File: src/rtl/cond_logic_pipe.sv
// -----------------------------------------------------------------------------
// cond_logic_pipe
// Execute-stage conditional-execution unit. It holds the architectural NZCV
// flags and evaluates the 4-bit condition code. It gates branch, register-write
// and memory-write controls, and runs a Thumb-style IT block state machine.
// Inside an IT block, the condition of up to IT_MAX following instructions is
// taken from the stored IT state.
//
// Parameters
//   IT_MAX     max instructions covered by one IT block (1..4)
//   FLAG_INIT  NZCV value loaded on reset
// Ports
//   CLK, RESET                      clock, synchronous active-high reset
//   Valid, Stall, Flush             pipeline qualifiers for the current instr
//   PCS, RegW, MemW, NoWrite, FlagW decoder control bits
//   Cond, ALUFlags                  condition field, ALU {N,Z,C,V}
//   ITStart, ITCond, ITLen, ITPattern  IT instruction fields
//   PCSrc, RegWrite, MemWrite       gated controls (combinational)
//   CondEx                          effective condition passed (combinational)
//   Flags, InIT, ITRemaining        registered NZCV and IT state
// -----------------------------------------------------------------------------
module cond_logic_pipe #(
   parameter int         IT_MAX    = 4,
   parameter logic [3:0] FLAG_INIT = 4'b0000
) (
   input  logic              CLK,
   input  logic              RESET,
   input  logic              Valid,
   input  logic              Stall,
   input  logic              Flush,
   input  logic              PCS,
   input  logic              RegW,
   input  logic              MemW,
   input  logic              NoWrite,
   input  logic [1:0]        FlagW,
   input  logic [3:0]        Cond,
   input  logic [3:0]        ALUFlags,
   input  logic              ITStart,
   input  logic [3:0]        ITCond,
   input  logic [2:0]        ITLen,
   input  logic [IT_MAX-1:0] ITPattern,
   output logic              PCSrc,
   output logic              RegWrite,
   output logic              MemWrite,
   output logic              CondEx,
   output logic [3:0]        Flags,
   output logic              InIT,
   output logic [2:0]        ITRemaining
);

   typedef enum logic [0:0] {IDLE = 1'b0, ACTIVE = 1'b1} it_state_t;

   localparam logic [2:0] IT_MAX_L = 3'(IT_MAX);

   it_state_t         state_r;
   logic [3:0]        flags_r;
   logic [2:0]        it_rem_r;
   logic [IT_MAX-1:0] pat_r;
   logic [3:0]        it_cond_r;

   logic              in_it_s;
   logic [3:0]        ec_s;
   logic              cond_pass_s;
   logic              adv_s;
   logic              it_accept_s;
   logic              pcsrc_s;
   logic              flag_we_s;
   logic [IT_MAX-1:0] pat_load_s;
   logic [2:0]        rem_load_s;

   // Condition-code decode against flags {N,Z,C,V}.
   function automatic logic cond_eval(input logic [3:0] cc, input logic [3:0] f);
      logic n, z, c, v;
      n = f[3];
      z = f[2];
      c = f[1];
      v = f[0];
      case (cc)
         4'h0:    cond_eval = z;
         4'h1:    cond_eval = ~z;
         4'h2:    cond_eval = c;
         4'h3:    cond_eval = ~c;
         4'h4:    cond_eval = n;
         4'h5:    cond_eval = ~n;
         4'h6:    cond_eval = v;
         4'h7:    cond_eval = ~v;
         4'h8:    cond_eval = c & ~z;
         4'h9:    cond_eval = ~c | z;
         4'hA:    cond_eval = ~(n ^ v);
         4'hB:    cond_eval = n ^ v;
         4'hC:    cond_eval = ~z & ~(n ^ v);
         4'hD:    cond_eval = z | (n ^ v);
         4'hE:    cond_eval = 1'b1;
         default: cond_eval = 1'b0;
      endcase
   endfunction

   // Effective condition, advance qualifier and gated controls.
   always_comb begin
      in_it_s = (state_r == ACTIVE);
      if (in_it_s) begin
         // An else slot flips the LSB; an AL firstcond then becomes 1111 (never).
         ec_s = it_cond_r ^ {3'b000, ~pat_r[0]};
      end else begin
         ec_s = Cond;
      end
      cond_pass_s = cond_eval(ec_s, flags_r);
      adv_s       = Valid & ~Stall & ~Flush & ~RESET;
      // ITStart only acts as an IT instruction when no block is active.
      it_accept_s = ITStart & ~in_it_s;
      pcsrc_s     = adv_s & PCS & cond_pass_s & ~it_accept_s;
      flag_we_s   = adv_s & cond_pass_s & ~it_accept_s;
      RegWrite    = adv_s & RegW & cond_pass_s & ~NoWrite & ~it_accept_s;
      MemWrite    = adv_s & MemW & cond_pass_s & ~it_accept_s;
      PCSrc       = pcsrc_s;
      CondEx      = cond_pass_s;
   end

   // IT load values: pattern with slot 0 forced to "then", length clamped.
   always_comb begin
      pat_load_s    = ITPattern;
      pat_load_s[0] = 1'b1;
      if (ITLen > IT_MAX_L) begin
         rem_load_s = IT_MAX_L;
      end else begin
         rem_load_s = ITLen;
      end
   end

   // Flag register and IT block state machine.
   always_ff @(posedge CLK) begin
      if (RESET) begin
         flags_r   <= FLAG_INIT;
         state_r   <= IDLE;
         it_rem_r  <= 3'd0;
         pat_r     <= '0;
         it_cond_r <= 4'h0;
      end else begin
         if (flag_we_s) begin
            if (FlagW[1]) flags_r[3:2] <= ALUFlags[3:2];
            if (FlagW[0]) flags_r[1:0] <= ALUFlags[1:0];
         end
         if (Flush) begin
            state_r  <= IDLE;
            it_rem_r <= 3'd0;
            pat_r    <= '0;
         end else if (adv_s) begin
            case (state_r)
               IDLE: begin
                  if (ITStart && (ITLen != 3'd0)) begin
                     state_r   <= ACTIVE;
                     it_rem_r  <= rem_load_s;
                     pat_r     <= pat_load_s;
                     it_cond_r <= ITCond;
                  end
               end
               ACTIVE: begin
                  // Every advancing slot is consumed; a taken branch ends the block.
                  if (pcsrc_s || (it_rem_r == 3'd1)) begin
                     state_r  <= IDLE;
                     it_rem_r <= 3'd0;
                     pat_r    <= '0;
                  end else begin
                     it_rem_r <= it_rem_r - 3'd1;
                     pat_r    <= pat_r >> 1;
                  end
               end
               default: begin
                  state_r  <= IDLE;
                  it_rem_r <= 3'd0;
                  pat_r    <= '0;
               end
            endcase
         end
      end
   end

   assign Flags       = flags_r;
   assign InIT        = (state_r == ACTIVE);
   assign ITRemaining = it_rem_r;

endmodule

File: config.mk
export PLATFORM = sky130hd
export DESIGN_NAME = cond_logic_pipe
export DESIGN_NICKNAME = d
export VERILOG_FILES = /design/src/rtl/cond_logic_pipe.sv
export SDC_FILE = /design/constraint.sdc
export NUM_CORES = 1
export LEC_CHECK = 0
export ABC_AREA = 1
export BUFFER_PORTS_ARGS = -buffer_cell sky130_fd_sc_hd__buf_2
export CAP_MARGIN = 10
export CORE_ASPECT_RATIO = 0.9
export CORE_MARGIN = 3
export CORE_UTILIZATION = 50
export CTS_BUF_LIST = sky130_fd_sc_hd__clkbuf_8
export DETAILED_ROUTE_END_ITERATION = 10
export PLACE_DENSITY = 0.8
export SETUP_SLACK_MARGIN = 0.3
export SYNTH_ARGS = -nofsm -noshare
export SYNTH_HDL_FRONTEND = slang
export SYNTH_SLANG_ARGS = --single-unit
File: constraint.sdc
create_clock -name CLK -period 2.06 [get_ports CLK]
set_input_delay 0.103 -clock CLK [delete_from_list [all_inputs] [get_ports CLK]]
set_output_delay 0.103 -clock CLK [all_outputs]
set_load 0.1 [all_outputs]
Yosys cells after proc, flatten, opt, wreduce, memory -nomap -nowiden

Cells that the tools add are included.

Register bits: 16
Input port bits: 31
Output and inout port bits: 12

Add/sub/neg operators: 1
Order comparisons: 1
Eq/ne operators: 16
Muxes and demuxes: 12
Bitwise logic cells: 34
Reductions and logical operators: 9

Operator list:

| cell                                                                    | number |
|---|---|
| 4-bit == test, second input constant                                    | 7 |
| 1-bit bitwise AND                                                       | 18 |
| 4-bit by 3-bit == test with 1-bit output, second input constant         | 4 |
| 1-bit one-hot mux with 15 select lines                                  | 1 |
| 3-bit 2-to-1 mux                                                        | 4 |
| 1-bit inverter                                                          | 12 |
| 4-bit by 2-bit == test with 1-bit output, second input constant         | 2 |
| 4-bit 2-to-1 mux                                                        | 2 |
| 4-bit one-hot mux with 2 select lines                                   | 1 |
| 3-bit one-hot mux with 2 select lines                                   | 1 |
| 2-bit AND reduction                                                     | 3 |
| 4-bit by 1-bit == test with 1-bit output, second input constant         | 1 |
| 4-bit zero test                                                         | 1 |
| 4-bit AND reduction                                                     | 1 |
| 4-bit by 1-bit bitwise XOR with 4-bit output                            | 1 |
| 3-bit by 1-bit == test with 1-bit output, second input constant         | 1 |
| 3-bit > comparator, second input constant                               | 1 |
| 3-bit nonzero test                                                      | 1 |
| 3-bit by 1-bit subtractor with 3-bit output, second input constant      | 1 |
| 1-bit 2-to-1 mux                                                        | 2 |
| 2-bit by 1-bit inequality test with 1-bit output, second input constant | 1 |
| 1-bit OR                                                                | 2 |
| 1-bit one-hot mux with 2 select lines                                   | 1 |
| 2-bit OR reduction                                                      | 1 |
| other kinds (3)                                                         | 3 |

Logic depth before layout (Yosys ltp)

Gate-level depths: netlist of the first run.

Word-level depth: 10
Depth in mapped cells: 17

Worst setup path after synthesis of the first run

Ideal clock, no wire load.

Path type: flip-flop to output port
Start point: register state_r (netlist: InIT)
End point: output MemWrite
Arrival time: 3590 ps
Required time: 1957 ps
Slack: -1633 ps
Stages on the path, launching flop included: 13
Path buffers: 2
Path through: dfxtp_1 > buf_6 > buf_6 > nand2_2 > nand2_4 > nand3_1 > nand3_1 > nand2_2 > nand4_4 > nand2_4 > nor2_4 > inv_1 > nor2_1

Longest elaborated chain between the ends: 5

RTL lines:

| what                                        | RTL line | text |
|---|---|---|
| from (decl)                                 | 55       | `it_state_t state_r;` |
| from (signal assigned)                      | 134      | `state_r <= IDLE;` |
| from (signal assigned)                      | 144      | `state_r <= IDLE;` |
| from (signal assigned)                      | 151      | `state_r <= ACTIVE;` |
| 4-bit 2-to-1 mux *                          | 101      | `if (in_it_s) begin` |
| 4-bit == test, or another cell as far along | 78       | `case (cc)` |
| 1-bit one-hot mux with 15 select lines *    | 78       |  |
| via CondEx                                  | 45       | `output logic CondEx,` |
| 1-bit bitwise AND * (2 in a row)            | 114      | `MemWrite = adv_s & MemW & cond_pass_s & ~it_accept_s;` |
| to (decl)                                   | 44       | `output logic MemWrite,` |

Mark *: on every way through the listed nets, which the timed path passes. The rest lies on a longest branch.

Worst setup path after layout of the first run

Start point: register it_cond_r[0]
End point: output RegWrite

Longest elaborated chain between the ends: 7

RTL lines:

| what                                           | RTL line | text |
|---|---|---|
| from (decl)                                    | 59       | `logic [3:0] it_cond_r;` |
| from (signal assigned)                         | 154      | `it_cond_r <= ITCond;` |
| 4-bit by 1-bit bitwise XOR with 4-bit output * | 103      | `ec_s = it_cond_r ^ {3'b000, ~pat_r[0]};` |
| 4-bit 2-to-1 mux *                             | 101      |  |
| 4-bit == test, or another cell as far along    | 78       |  |
| 1-bit one-hot mux with 15 select lines *       | 78       |  |
| 1-bit bitwise AND * (3 in a row)               | 113      | `RegWrite = adv_s & RegW & cond_pass_s & ~NoWrite & ~it_accept_s;` |
| to (decl)                                      | 43       | `output logic RegWrite,` |

Mark *: on every way between the ends. The rest lies on a longest branch, timed or not.

==> results.toml, run 1 <==
[synth]
synth.cell_area_mm2 = 0.001250
synth_nets = 221
syn_inst = 188
postSynthAreaPerCell_um2 = 6.649
synthDistinctLibCells = 27
synth-seq-cells = 16
yosysSeqAreaShare = 0.2563
yosysWarnings = 0

[worst_setup_path]
path_max_fanout = 7
start_kind = "flop"
crit_family = "simple AND/OR/NAND/NOR gates"
arrival_ns = 2.13
worstReg2RegEnd = "Flags[1]$_SDFFE_PP0P_"
reg2regPathDepth = 16
slowest_delay_ns = 0.33
required_ns = 1.96
worstPathCellList = "inv_1, nand2_1, nand2_1, nand2_4, nand2_8, inv_1, nand3_1, nand3_2, nand2_2, nand4_4, nand2_4, nor2_4, inv_2, nor3b_4, buf_12"
critPathKind = "flop to primary output"
rrSetupSlack_ns = -0.06
path_buf_inv = 4
r2r-start = "InIT$_SDFFE_PP0P_"
setup.worst_path.end_class = "primary output"
critPathSlowestCell = "dfxtp_1"

[grt]
grt_pass1_vias = 1197
antenna_found_initial = 0
overflow = 0
grt_max_degree = 10
grt_pass1_wl_um = 4974
grt.total_usage = 0.2073

[timing]
setup-violations-final = 10
max-slew-margin-rel = 0.6734
hold_viol = 0
period_share = 1.086
max_freq_mhz = 446.9
rsz0062_at_grt = "yes"
worst_slew_pin_slew_ns = 0.4933
skew_ns = 0.007865
fin_crit_ns = 2.238
fin_ws_ns = -0.1776
maxSlewViolCount = 0
hold_ws_ns = 0.07634

[final_layout]
syn_to_final_growth_pct = 50.55
nets = 281
nFillCells = 149
final_cell_mix = "37 x buf_2, 29 x nand2_1, 27 x inv_1, 18 x nand2_2"
layout_commonest_cell = "buf_2"
drive_gt1_frac = 0.5142
antenna_cells = 0

[clocking]
cts_made_buffers = 3
cts_buffer_depth = 2
cts_hold_buffers = 0
root_buffer = "clkbuf_8"
cts.htree.levels = 1
cts_sinks = 16
clkLatencyLatePin_ns = 0.25
path_clk_slew_ns = 0.07
cts_tree = "done"

[floorplan]
dieHeight_um = 53.44
ioPinCount = 43
start_util = 0.5477
die_w_um = 58.71
rows = 16
coreArea_mm2 = 0.002282
die_area_mm2 = 0.003137

[routing]
wl_met2_um = 1881
drc_errors = 0
avgViaCountPerCell = 5.219
final_antenna_net_count = 0
wl_met1_um = 1346
route.vias.total = 1430
wirelength_um = 3478
drt-pass1-iter-count = 4
drtIter0Drc = 33
dr_wl_met3_um = 178
wl_per_cell_um = 12.69
top_layer_used = "met4"

[placement]
hpwl_um = 2212
globalplace.congestion = 0.8199
placement.setup.worst_slack_ns = 0.1233
port_buffers = 41

[outcome]
status = "complete, but fails checks"
violations = "setup timing"

[power]
cellPowerDensity_mw_per_mm2 = 426.7
peakVddDrop_v = 0.0004086
leakagePower_nw = 0.9228

[min_path]
hold-path-endpoint = "Flags[1]$_SDFFE_PP0P_"
holdPathStages = 3
hold_path.class = "primary input to flop"
min_from = "ALUFlags[1]"

[job]
max_cap_violations = 0
-- flip-flops by register name, indices dropped and copies added (netlist names) --
name         flops
pat_r            4
InIT             1
ITRemaining      3
Flags            4
it_cond_r        4
-- metrics by stage --
step | area [um2] | utilization | setup TNS [ns] | std cells | total power [W]
2_1_floorplan | 1277 | - | -3.665 | 188 | 0.0004322
3_3_place_gp | 1565 | 0.6859 | 0 | 256 | 0.0004950
3_5_place_dp | 1565 | 0.6859 | 0 | 256 | 0.0004966
4_1_cts | 1734 | 0.7599 | -0.1882 | 267 | 0.0007856
5_1_grt | 1882 | 0.8246 | -1.614 | 274 | 0.0008308
6_report | 1882 | 0.8246 | -0.5318 | 274 | 0.0008029
-- cells by family (layout without fill, tap and decap cells) --
group / Yosys count / after routing / synth area share
simple gates: 105 / 105 / 0.4685
fa+ha+maj: 2 / 2 / 0.02002
compound gates: 29 / 29 / 0.1211
xor+xnor: 1 / 1 / 0.007008
flops: 16 / 16 / 0.2563
buf+inv: 35 / 94 / 0.1271
-- worst min-delay path: cells and delay by family --
family        cells  cell delay (ns)
buf+inv           1             0.08
simple gates      2             0.12
-- what timing repair did --
action                     4_1_cts  5_1_grt
setup endpoints to repair       11       15
pin swaps                       10       20
resized for setup               17       23
buffers inserted                 7        7
-- synthesized netlist by cell type (all sizes together) --
master | instances | share of area
buf | 3 | 0.027
inv | 31 | 0.097
a31oi | 2 | 0.010
nand3 | 13 | 0.062
xor2 | 1 | 0.0070
nor3b | 1 | 0.010
ha | 2 | 0.020
clkinv | 1 | 0.0030
nor3 | 4 | 0.029
dfxtp | 16 | 0.26
o21ai | 12 | 0.051
nor2 | 21 | 0.087
nand4 | 9 | 0.057
or2 | 1 | 0.0070
a21oi | 15 | 0.060
nand2 | 56 | 0.22
-- area by class of cell --
type                            instances  area (um2)  share of cell area
Multi-Input combinational cell        137       908.4              0.4827
Tap cell                               27       33.78             0.01795
Clock buffer                            4       55.05             0.02926
Inverter                               32       132.6             0.07048
Sequential cell                        16       335.3              0.1782
Timing Repair Buffer                   58       416.7              0.2214
-- worst max path at each step --
stage	depth (start not counted)	from	slack, ns	to
5_1_grt	15	it_cond_r[0]$_SDFFE_PP0P_	-0.31	RegWrite
2_1_floorplan	12	InIT$_SDFFE_PP0P_	-0.74	RegWrite
6_report	15	it_cond_r[0]$_SDFFE_PP0P_	-0.18	RegWrite
3_3_place_gp	15	InIT$_SDFFE_PP0P_	0.14	RegWrite
3_5_place_dp	15	InIT$_SDFFE_PP0P_	0.12	RegWrite
4_1_cts	15	InIT$_SDFFE_PP0P_	-0.09	RegWrite
-- power breakdown --
part | internal, W | switching [W] | leakage (nW)
Clock | 0.000170 | 0.000112 | 0.0288
Combinational | 0.0000820 | 0.000127 | 0.761
Sequential | 0.000309 | 0.00000260 | 0.133
-- per-layer routing --
| metal | global-route usage | vias to the layer above |
|---|---|---|
| li1 | - | 724 |
| met5 | 0 | - |
| met3 | 0.04146 | 10 |
| met4 | 0.06415 | 0 |
| met1 | 0.2529 | 651 |
| met2 | 0.3643 | 45 |
(Power assumes the default switching activity.)
==> run 2: changes to the inputs <==
==> constraint.sdc (replaced) <==
create_clock -name CLK -period 2.6 [get_ports CLK]
set_input_delay 0.13 -clock CLK [delete_from_list [all_inputs] [get_ports CLK]]
set_output_delay 0.13 -clock CLK [all_outputs]
set_load 0.1 [all_outputs]
==> run 2 against run 1 <==
  * The flow now finishes without violations
  * Register-to-register slack gained 0.68 ns
  * Flip-flop and latch count is the same
  * Final cell count shrank 2.2%
  * Combinational power shrank 33%
  * Global-route usage shrank 1.5 points
  * Sequential power shrank 21%
  * Clock power shrank 21%
  * Critical path depth shrank 4
  * Core utilization shrank 7.7 points
  * Clock skew shrank 0.0042 ns
  * Routed wire length shrank 4.1%
  * Critical path type unchanged
==> results.toml, run 2 (synthesis gave the netlist of run 1 again) <==
[outcome]
status = "finished, final reports clean"

[final_layout]
fin_cells = 268
layout_commonest_cell = "buf_2"
nets = 275
syn_to_final_growth_pct = 36.54
drive_gt1_frac = 0.4398
final_area_mm2 = 0.001707
nFillCells = 196
antenna_cells = 0
final_core_util = 0.7478
final_cell_mix = "39 x buf_2, 35 x nand2_1, 28 x inv_1, 15 x a21oi_1, 13 x nand2_2"

[timing]
hold_viol = 0
rsz0062_at_grt = "yes"
period_share = 0.8585
skew_ns = 0.003649
max_freq_mhz = 448.0
maxSlewViolCount = 0
worst_slew_pin_slew_ns = 0.4945
max-slew-margin-rel = 0.6726
fin_crit_ns = 2.232
setup-violations-final = 0

[power]
cellPowerDensity_mw_per_mm2 = 357.7
power_w = 0.0006105
leakagePower_nw = 0.8562
pwr-share-clk = 0.365
peakVddDrop_v = 0.0003586
power_frac_comb = 0.230
intPower_w = 0.0004282
pwr-share-seq = 0.405
swShare = 0.2986
p_sw_w = 0.0001823

[min_path]
hold_path.class = "primary input to flop"

[grt]
grt_pass1_wl_um = 4567
antenna_found_initial = 0
grt.total_usage = 0.1919
grt_pass1_vias = 1080
grt_max_degree = 14
overflow = 0

[worst_setup_path]
critPathSlowestCell = "dfxtp_4"
path_buf_inv = 2
setup.worst_path.end_class = "primary output"
path_max_fanout = 7
critPathKind = "flop to primary output"
worstPathCellList = "or2_4, nand2_4, nand3_1, nand3_1, nand2_1, nand4_4, nand2_4, nor2_4, inv_2, nor3b_4, buf_12"
slowest_delay_ns = 0.39
start_kind = "flop"
crit_family = "simple AND/OR/NAND/NOR gates"
required_ns = 2.47
arrival_ns = 2.10

[clocking]
cts.htree.levels = 1
cts_made_buffers = 3
cts_sinks = 16
cts_tree = "done"
root_buffer = "clkbuf_8"
cts_buffer_depth = 2
path_clk_slew_ns = 0.07
clkLatencyLatePin_ns = 0.25

[placement]
port_buffers = 41
hpwl_um = 2144
post_dp_cell_area_mm2 = 0.001478
post-place-cells = 253
globalplace.congestion = 0.8547

[routing]
avgViaCountPerCell = 5.164
drc_errors = 0
drtIter0Drc = 69
final_antenna_net_count = 0
drt-pass1-iter-count = 4
wl_per_cell_um = 12.45
route.vias.total = 1384
wirelength_um = 3336

[floorplan]
ioPinCount = 43
die_w_um = 58.71
start_util = 0.5477
die_area_mm2 = 0.003137
dieHeight_um = 53.44
coreArea_mm2 = 0.002282
rows = 16

[job]
max_cap_violations = 0
-- run 2: changes by cell type in the layout (fill, tap and decap cells not counted), moves of 3 or more --
cell and delta:
buf_4 -3, nand2_1 +6, nand3_2 -4, nand3_1 +5, buf_12 -4, nand2_2 -5
-- run 2: layer usage --
| layer | up-vias | track usage | part of all wire |
|---|---|---|---|
| met3 | 4 | 0.04390 | 0.052 |
| met5 | - | 0 | 0 |
| met2 | 45 | 0.3364 | 0.54 |
| met1 | 630 | 0.2370 | 0.40 |
| li1 | 705 | - | - |
| met4 | 0 | 0.04528 | 0.0081 |
-- run 2: worst paths after layout --
| check | startpoint | to | slack (ns) | cells past startpoint |
|---|---|---|---|---|
| max | InIT$_SDFFE_PP0P_ | RegWrite | 0.37 | 11 |
| min | ALUFlags[0] | Flags[0]$_SDFFE_PP0P_ | 0.11 | 3 |
| max reg2reg | InIT$_SDFFE_PP0P_ | Flags[1]$_SDFFE_PP0P_ | 0.62 | 17 |
| min reg2reg | pat_r[3]$_SDFFE_PP0P_ | pat_r[3]$_SDFFE_PP0P_ | 0.47 | 2 |
-- run 2: cell type report --
| cell class | instances | area, um2 | share of cell area |
|---|---|---|---|
| multi-input combinational | 137 | 837.1 | 0.4905 |
| sequential | 16 | 335.3 | 0.1965 |
| timing repair buffer | 52 | 312.8 | 0.1833 |
| tap | 27 | 33.78 | 0.01979 |
| clock buffer | 4 | 55.05 | 0.03226 |
| inverter | 32 | 132.6 | 0.07771 |
-- run 2: metrics by stage --
step	hold WS (ns)	setup WS, ns	TNS (ns)
after floorplan	0.2722	-0.2318	-0.3992
after global placement	0.3638	0.3477	0
after detailed placement	0.3690	0.3132	0
after CTS	0.1057	0.3024	0
after global routing	0.1139	0.2431	0
final	0.1081	0.3678	0
-- run 2: power groups by stage --
stage | clock (W) | sequential (W) | combinational [W]
2_1_floorplan | 0 | 0.000260 | 0.0000826
3_3_place_gp | 0 | 0.000253 | 0.000125
3_5_place_dp | 0 | 0.000253 | 0.000126
4_1_cts | 0.000228 | 0.000247 | 0.000128
5_1_grt | 0.000235 | 0.000248 | 0.000153
6_report | 0.000223 | 0.000247 | 0.000141
-- run 2: worst reg2reg max path: cells and delay by family (launching register included) --
family / cells / cell delay [ns]
buffers and inverters: 3 / 0.38
and+or+nand+nor: 14 / 1.03
DFF: 1 / 0.43
-- run 2: timing repair --
action                                  4_1_cts  5_1_grt
gates resized for setup                       4       23
gates cloned                                  0        0
pin swaps                                     0       12
hold buffers                                  0        0
endpoints found under the setup margin        3        3
setup buffers                                 2        9
